<file path="src/rtl/cpu_pkg.sv">
// Shared CPU pipeline definitions: access-size encodings, memory-stage FSM states, default datapath width.
package cpu_pkg;

    localparam int DW_DEF = 32;

    localparam logic [1:0] SZ_BYTE = 2'b00;
    localparam logic [1:0] SZ_HALF = 2'b01;
    localparam logic [1:0] SZ_WORD = 2'b10;

    typedef enum logic [1:0] {
        ST_IDLE   = 2'd0,
        ST_ACCESS = 2'd1,
        ST_DONE   = 2'd2
    } mem_state_e;

endpackage

</file>
<file path="src/rtl/mem_lane_align.sv">
// Combinational little-endian lane unit: store replication, byte enables, misalignment, load extract/extend.
module mem_lane_align
    import cpu_pkg::*;
(
    input  logic [1:0]  addr_lo,
    input  logic [1:0]  size,
    input  logic        is_unsigned,
    input  logic [31:0] wdata,
    input  logic [31:0] rdata,
    output logic [31:0] wdata_rep,
    output logic [3:0]  byte_en,
    output logic [31:0] rdata_ext,
    output logic        misaligned
);

    logic [7:0]  rd_byte;
    logic [15:0] rd_half;

    always_comb begin
        rd_byte = rdata[7:0];
        case (addr_lo)
            2'd1:    rd_byte = rdata[15:8];
            2'd2:    rd_byte = rdata[23:16];
            2'd3:    rd_byte = rdata[31:24];
            default: rd_byte = rdata[7:0];
        endcase
        rd_half = addr_lo[1] ? rdata[31:16] : rdata[15:0];
    end

    // Size 2'b11 falls through to the word case.
    always_comb begin
        wdata_rep  = wdata;
        byte_en    = 4'b1111;
        rdata_ext  = rdata;
        misaligned = 1'b0;
        case (size)
            SZ_BYTE: begin
                wdata_rep = {4{wdata[7:0]}};
                byte_en   = 4'b0001 << addr_lo;
                rdata_ext = {{24{~is_unsigned & rd_byte[7]}}, rd_byte};
            end
            SZ_HALF: begin
                wdata_rep  = {2{wdata[15:0]}};
                byte_en    = addr_lo[1] ? 4'b1100 : 4'b0011;
                rdata_ext  = {{16{~is_unsigned & rd_half[15]}}, rd_half};
                misaligned = addr_lo[0];
            end
            default: begin
                misaligned = (addr_lo != 2'b00);
            end
        endcase
    end

endmodule

</file>
<file path="src/rtl/mem_stage.sv">
// Pipeline memory stage: drives the MIO bus for loads/stores, stalls upstream, feeds MEM/WB.
// Optional bus timeout abort enabled by defining MEM_TIMEOUT_EN.
//
// state  | meaning
// IDLE   | evaluate EX/MEM slot; ALU results and misaligned faults pass straight to MEM/WB
// ACCESS | bus request held until MIO_ready (or timeout)
// DONE   | writeback slot valid with load data; upstream advances
module mem_stage
    import cpu_pkg::*;
#(
    parameter int DW             = DW_DEF,
    parameter int TIMEOUT_CYCLES = 255
) (
    input  logic          clk,
    input  logic          rst,
    input  logic          ex_valid,
    input  logic          ex_mem_read,
    input  logic          ex_mem_write,
    input  logic [1:0]    ex_size,
    input  logic          ex_unsigned,
    input  logic [DW-1:0] ex_alu_result,
    input  logic [DW-1:0] ex_wdata,
    input  logic [4:0]    ex_rd,
    input  logic          ex_reg_write,
    input  logic [DW-1:0] Data_in,
    input  logic          MIO_ready,
    output logic          CPU_MIO,
    output logic [DW-1:0] Addr_out,
    output logic [DW-1:0] Data_out,
    output logic          mem_w,
    output logic [3:0]    byte_en,
    output logic          mem_stall,
    output logic          wb_valid,
    output logic [DW-1:0] wb_data,
    output logic [4:0]    wb_rd,
    output logic          wb_reg_write,
    output logic          exc_misalign,
    output logic          exc_bus_timeout,
    output logic [DW-1:0] exc_addr,
    output logic [1:0]    dbg_state
);

    mem_state_e    state_q, state_d;
    logic [DW-1:0] addr_q, addr_d;
    logic [DW-1:0] wdata_q, wdata_d;
    logic [3:0]    be_q, be_d;
    logic          write_q, write_d;
    logic [1:0]    size_q, size_d;
    logic          uns_q, uns_d;
    logic [4:0]    rd_q, rd_d;
    logic          regw_q, regw_d;
    logic          wb_valid_q, wb_valid_d;
    logic [DW-1:0] wb_data_q, wb_data_d;
    logic [4:0]    wb_rd_q, wb_rd_d;
    logic          wb_regw_q, wb_regw_d;
    logic          exc_mis_q, exc_mis_d;
    logic          exc_to_q, exc_to_d;
    logic [DW-1:0] exc_addr_q, exc_addr_d;
    logic          stall_c;

    logic          in_idle;
    logic [1:0]    la_addr;
    logic [1:0]    la_size;
    logic          la_uns;
    logic [31:0]   la_wrep;
    logic [3:0]    la_be;
    logic [31:0]   la_rext;
    logic          la_mis;

`ifdef MEM_TIMEOUT_EN
    localparam int CNT_W = ($clog2(TIMEOUT_CYCLES + 1) > 8) ? $clog2(TIMEOUT_CYCLES + 1) : 8;
    logic [CNT_W-1:0] cnt_q, cnt_d;
`else
    logic unused_timeout;
    assign unused_timeout = (TIMEOUT_CYCLES != 0);
`endif

    // IDLE decodes the incoming instruction; later states decode the registered access.
    assign in_idle = (state_q == ST_IDLE);
    assign la_addr = in_idle ? ex_alu_result[1:0] : addr_q[1:0];
    assign la_size = in_idle ? ex_size : size_q;
    assign la_uns  = in_idle ? ex_unsigned : uns_q;

    mem_lane_align u_lane (
        .addr_lo     (la_addr),
        .size        (la_size),
        .is_unsigned (la_uns),
        .wdata       (ex_wdata),
        .rdata       (Data_in),
        .wdata_rep   (la_wrep),
        .byte_en     (la_be),
        .rdata_ext   (la_rext),
        .misaligned  (la_mis)
    );

    always_ff @(posedge clk or negedge rst) begin
        if (!rst) begin
            state_q <= ST_IDLE;
        end else begin
            state_q <= state_d;
        end
    end

    always_comb begin
        state_d    = state_q;
        stall_c    = 1'b0;
        addr_d     = addr_q;
        wdata_d    = wdata_q;
        be_d       = be_q;
        write_d    = write_q;
        size_d     = size_q;
        uns_d      = uns_q;
        rd_d       = rd_q;
        regw_d     = regw_q;
        wb_valid_d = 1'b0;
        wb_data_d  = wb_data_q;
        wb_rd_d    = wb_rd_q;
        wb_regw_d  = 1'b0;
        exc_mis_d  = 1'b0;
        exc_to_d   = 1'b0;
        exc_addr_d = exc_addr_q;
`ifdef MEM_TIMEOUT_EN
        cnt_d      = cnt_q;
`endif
        case (state_q)
            ST_IDLE: begin
                if (ex_valid) begin
                    if (!(ex_mem_read || ex_mem_write)) begin
                        wb_valid_d = 1'b1;
                        wb_data_d  = ex_alu_result;
                        wb_rd_d    = ex_rd;
                        wb_regw_d  = ex_reg_write;
                    end else if (la_mis) begin
                        wb_valid_d = 1'b1;
                        wb_data_d  = ex_alu_result;
                        wb_rd_d    = ex_rd;
                        exc_mis_d  = 1'b1;
                        exc_addr_d = ex_alu_result;
                    end else begin
                        stall_c = 1'b1;
                        addr_d  = ex_alu_result;
                        wdata_d = la_wrep;
                        be_d    = la_be;
                        write_d = ex_mem_write;
                        size_d  = ex_size;
                        uns_d   = ex_unsigned;
                        rd_d    = ex_rd;
                        regw_d  = ex_reg_write;
                        state_d = ST_ACCESS;
`ifdef MEM_TIMEOUT_EN
                        cnt_d   = '0;
`endif
                    end
                end
            end
            ST_ACCESS: begin
                stall_c = 1'b1;
                if (MIO_ready) begin
                    state_d    = ST_DONE;
                    wb_valid_d = 1'b1;
                    wb_data_d  = la_rext;
                    wb_rd_d    = rd_q;
                    wb_regw_d  = regw_q & ~write_q;
                end
`ifdef MEM_TIMEOUT_EN
                else if (cnt_q == CNT_W'(TIMEOUT_CYCLES - 1)) begin
                    state_d    = ST_DONE;
                    wb_valid_d = 1'b1;
                    wb_rd_d    = rd_q;
                    exc_to_d   = 1'b1;
                    exc_addr_d = addr_q;
                end else begin
                    cnt_d = cnt_q + 1'b1;
                end
`endif
            end
            ST_DONE: begin
                state_d = ST_IDLE;
            end
            default: begin
                state_d = ST_IDLE;
            end
        endcase
    end

    always_ff @(posedge clk or negedge rst) begin
        if (!rst) begin
            addr_q     <= '0;
            wdata_q    <= '0;
            be_q       <= '0;
            write_q    <= 1'b0;
            size_q     <= '0;
            uns_q      <= 1'b0;
            rd_q       <= '0;
            regw_q     <= 1'b0;
            wb_valid_q <= 1'b0;
            wb_data_q  <= '0;
            wb_rd_q    <= '0;
            wb_regw_q  <= 1'b0;
            exc_mis_q  <= 1'b0;
            exc_to_q   <= 1'b0;
            exc_addr_q <= '0;
        end else begin
            addr_q     <= addr_d;
            wdata_q    <= wdata_d;
            be_q       <= be_d;
            write_q    <= write_d;
            size_q     <= size_d;
            uns_q      <= uns_d;
            rd_q       <= rd_d;
            regw_q     <= regw_d;
            wb_valid_q <= wb_valid_d;
            wb_data_q  <= wb_data_d;
            wb_rd_q    <= wb_rd_d;
            wb_regw_q  <= wb_regw_d;
            exc_mis_q  <= exc_mis_d;
            exc_to_q   <= exc_to_d;
            exc_addr_q <= exc_addr_d;
        end
    end

`ifdef MEM_TIMEOUT_EN
    always_ff @(posedge clk or negedge rst) begin
        if (!rst) begin
            cnt_q <= '0;
        end else begin
            cnt_q <= cnt_d;
        end
    end
`endif

    // Stall is combinational from the EX/MEM inputs, so it is masked while in reset.
    assign mem_stall       = stall_c & rst;
    assign CPU_MIO         = (state_q == ST_ACCESS);
    assign mem_w           = CPU_MIO & write_q;
    assign Addr_out        = {addr_q[DW-1:2], 2'b00};
    assign Data_out        = wdata_q;
    assign byte_en         = be_q;
    assign wb_valid        = wb_valid_q;
    assign wb_data         = wb_data_q;
    assign wb_rd           = wb_rd_q;
    assign wb_reg_write    = wb_regw_q;
    assign exc_misalign    = exc_mis_q;
    assign exc_bus_timeout = exc_to_q;
    assign exc_addr        = exc_addr_q;
    assign dbg_state       = state_q;

endmodule

</file>
<file path="config.mk">
export PLATFORM = sky130hd
export DESIGN_NAME = mem_stage
export DESIGN_NICKNAME = d
export VERILOG_FILES = /design/src/rtl/cpu_pkg.sv /design/src/rtl/mem_lane_align.sv /design/src/rtl/mem_stage.sv
export SDC_FILE = /design/constraint.sdc
export NUM_CORES = 1
export LEC_CHECK = 0
export CORE_UTILIZATION = 40
export CTS_CLUSTER_DIAMETER = 80
export DETAILED_ROUTE_END_ITERATION = 8
export PLACE_DENSITY = 0.86
export SYNTH_ARGS = -nofsm -noshare
export SYNTH_HDL_FRONTEND = slang
export SYNTH_SLANG_ARGS = --single-unit
</file>
<file path="constraint.sdc">
create_clock -name clk -period 2 [get_ports clk]
set_input_delay 0.3 -clock clk [delete_from_list [all_inputs] [get_ports clk]]
set_output_delay 0.3 -clock clk [all_outputs]
set_load 0.01 [all_outputs]
</file>
==> metrics.txt <==
Worst setup EP type output pin; clock-pin slew of the registers on the worst-case setup and hold paths 0.07 ns; total power density per cell area 1730 mW/mm^2; Clk pwr share 0.149; Via-to-Cell Ratio 5.68; Tot Pwr 21.6 mW; number of cells traversed by the worst register-to-register path 10; highest net fanout along the worst path 7; core area 0.0175 sq mm; share of synthesized registers carrying an async set or reset 1.00; final weighted congestion in routability-driven placement 0.923; number of hold buffers added after cts 0; total of warnings raised by yosys 0; share of power burned in combinational logic 0.592; maximum achievable frequency 395 MHz; number of buffer and inverter stages on the critical path 1; P_int 13.1 mW; maximum number of pins on one net before global-route repair 153; status complete, but fails checks; prevailing post-synth register cell sky130_fd_sc_hd__dfrtp_1; width of the chip 137 um; gate family responsible for the most delay along the worst path simple AND/OR/NAND/NOR gates; remaining number of nets flagged by the antenna check after routing 0; Critical Path Start Type flip-flop; Starting DRT DRC Count 713; wire length of the first global-routing pass 42.9 mm; Min-Delay Path Class input port to asynchronous set/reset pin; number of failing setup endpoints in the final timing report 150; synthesized flop and latch total 152; maximum clock skew at final layout 0.00852 ns; buffer levels on the longest clock path 2; EDFF count, synth 0; number of nets in the layout 1215; overall global routing resource usage 0.311; H-tree levels 4; count of input and output buffers 253; Die ar. 0.0188 sq mm; number of instances in the synthesized netlist 786; worst slack on hold paths -0.00734 ns; fin crit period 2.53 ns; worst-case vdd ir drop 1020 uV; beginning of the worst register-to-register path dbg_state[1]$_DFFE_PN0P_; cell count after placement 1250; reg2reg setup slack -0.46 ns; WP data required 1.70 ns; post-route DRC violation count 0; Clk Tree Root Cell sky130_fd_sc_hd__clkbuf_16; relative max-transition margin 0.434; worst reg2reg path endpoint wb_data[11]$_DFFE_PN0P_; non-filler instance count after layout 1342; Initial DRT Pass Iterations 5; number of distinct library cells after synthesis 48; cell with the largest stage delay on the worst path sky130_fd_sc_hd__dfrtp_2; transition time at the pin with the least slew margin 0.850 ns; area taken by flip-flops and latches 0.00381 sq mm; multi-input gate area in the final layout 0.00352 sq mm; final number of hold-violating endpoints 2; CTS sink count 152; CTS buffer count 17; Synth top cells by count 221 x sky130_fd_sc_hd__nand2_1, 152 x sky130_fd_sc_hd__dfrtp_1, 60 x sky130_fd_sc_hd__o21ai_0; cell-by-cell trace of the critical path or3b_4, a221oi_4, or2_4, nor3_4, nor2_2, nor3b_2, buf_2; number of antenna violations at the first check in global routing 1; count of max-cap constraint violations 0; share of total power in sequential cells 0.259; total via count after detailed routing 7616; fin crit share 1.26; count of standard-cell rows 48; layout filler cell count 1217; fraction of final layout cells with drive strength greater than 1 0.268; total global routing overflow 0; Synth top area share 0.522; detailed-placement wirelength estimate 17.5 mm; Avg Inst Size Synth 9.27 sq um; signed area change from the synthesized netlist to the final layout 71.1%; number of global-route vias before repair 7458; stage delay of the slowest cell on the critical path 0.49 ns; post-layout utilization of the core 0.711; setup repair after global routing missed its margin true; synth top area cells sky130_fd_sc_hd__dfrtp_1 52%, sky130_fd_sc_hd__nand2_1 11%, sky130_fd_sc_hd__mux2_2 5.3%, sky130_fd_sc_hd__o21ai_0 4.1%, sky130_fd_sc_hd__buf_4 3.5%; most common cell in the netlist sky130_fd_sc_hd__nand2_1; Synth area leader sky130_fd_sc_hd__dfrtp_1; sequential share of the synthesized area 0.522; reported net switching power 8.45 mW; count of inserted antenna diode cells 0; netlist area before placement 0.00729 sq mm; worst path setup slack after routing -0.530 ns; data arrival time of the critical path 2.23 ns; violated checks hold timing, setup timing; critical path class flip-flop to output pin; clk_lat worst skew 0.43 ns; die outline height 137 um; static leakage 5.53 nW; Total Wirelength 31.1 mm; initial standard-cell utilization of the core 0.415; fraction of power spent switching nets 0.392; Wirelength per Cell 23.2 um; CTS tree done; I/O Pins 257; Max Slew Vio Count 0
-- kinds of logic after synthesis --
logic type	synth area share
AO/OA/AOI/OAI	0.133
buffers and inverters	0.0706
flip-flops	0.522
multiplexers	0.0874
other	0.000515
AND/OR/NAND/NOR	0.186
-- power groups by stage --
stage / Sequential, mW / Clock [mW] / Combinational [mW]
after global placement: 5.40 / 0 / 9.28
after floorplan: 5.86 / 0 / 4.38
after global routing: 5.72 / 3.36 / 13.5
final: 5.57 / 3.22 / 12.8
after detailed placement: 5.47 / 0 / 9.55
after CTS: 5.46 / 3.22 / 11.3
-- metal layers --
metal | share of wire | GRT usage
met1 | 0.36 | 0.367
met2 | 0.49 | 0.503
met3 | 0.10 | 0.100
met4 | 0.051 | 0.168
met5 | 0.00029 | 0
-- worst register-to-register path: cells and delay by family, from the launching register on --
family	cells	cell delay, ns
simple gates	2	0.68
buf+inv	4	0.61
compound gates	4	0.61
flops	1	0.49
-- layout by cell type (no fill, tap or decap), drive strengths merged, types with 2 or more instances in the layout --
master and n:
nor2 51, nand3 17, or2 3, or3 17
o32ai 2, and2 3, nand3b 2, clkinv 5
nand2b 2, inv 21, dfrtp 152, clkbuf 25
clkdlybuf4s50 248, buf 118, nand2 221, a31oi 16
o22ai 8, a221oi 8, conb 3, bufbuf 3
o211ai 2, clkinvlp 2, o21ai 62, a21oi 51
mux2 34, mux2i 25, nor3b 2
-- metrics by stage --
| stage | setup TNS (ns) | area (sq um) | setup slack, ns |
|---|---|---|---|
| after detailed placement | -83.99 | 10300 | -0.817 |
| final | -45.59 | 12500 | -0.530 |
| after global routing | -56.32 | 12500 | -0.598 |
| after CTS | -32.33 | 11900 | -0.491 |
| after global placement | -76.84 | 10300 | -0.759 |
| after floorplan | -4.60 | 7350 | -0.143 |
-- how the worst max path moves through the flow --
| stage | slack, ns | depth (start not counted) | to | from |
|---|---|---|---|---|
| after CTS | -0.49 | 7 | mem_stall | dbg_state[1]$_DFFE_PN0P_ |
| after global placement | -0.76 | 9 | wb_data[29]$_DFFE_PN0P_ | ex_alu_result[0] |
| final | -0.53 | 7 | mem_stall | dbg_state[1]$_DFFE_PN0P_ |
| after floorplan | -0.14 | 8 | wb_data[27]$_DFFE_PN0P_ | dbg_state[0]$_DFFE_PN0P_ |
| after global routing | -0.60 | 7 | mem_stall | dbg_state[1]$_DFFE_PN0P_ |
| after detailed placement | -0.82 | 9 | wb_data[23]$_DFFE_PN0P_ | ex_alu_result[0] |
-- flip-flops by register name (all words and copies together), names as in the netlist, 2 cells and up --
name / flops
Data_out: 32
addr_q: 32
exc_addr: 32
wb_data: 32
rd_q: 5
wb_rd: 5
byte_en: 4
dbg_state: 2
size_q: 2
-- cell type report --
class,instances,share of cell area
Multi-Input combinational cell,541,0.283
Clock buffer,18,0.0352
Timing Repair Buffer,377,0.339
Sequential cell,152,0.305
Clock inverter,14,0.0111
Inverter,15,0.00452
Tap cell,225,0.0226
-- timing repair --
| item | in CTS | in global routing |
|---|---|---|
| setup endpoints to repair | 153 | 150 |
| buffers inserted | 24 | 18 |
| gates cloned | 18 | 9 |
| hold endpoints to repair | 0 | 0 |
| gates resized for setup | 103 | 104 |
| pin swaps | 13 | 31 |
Power figures use the tool's default switching activity.
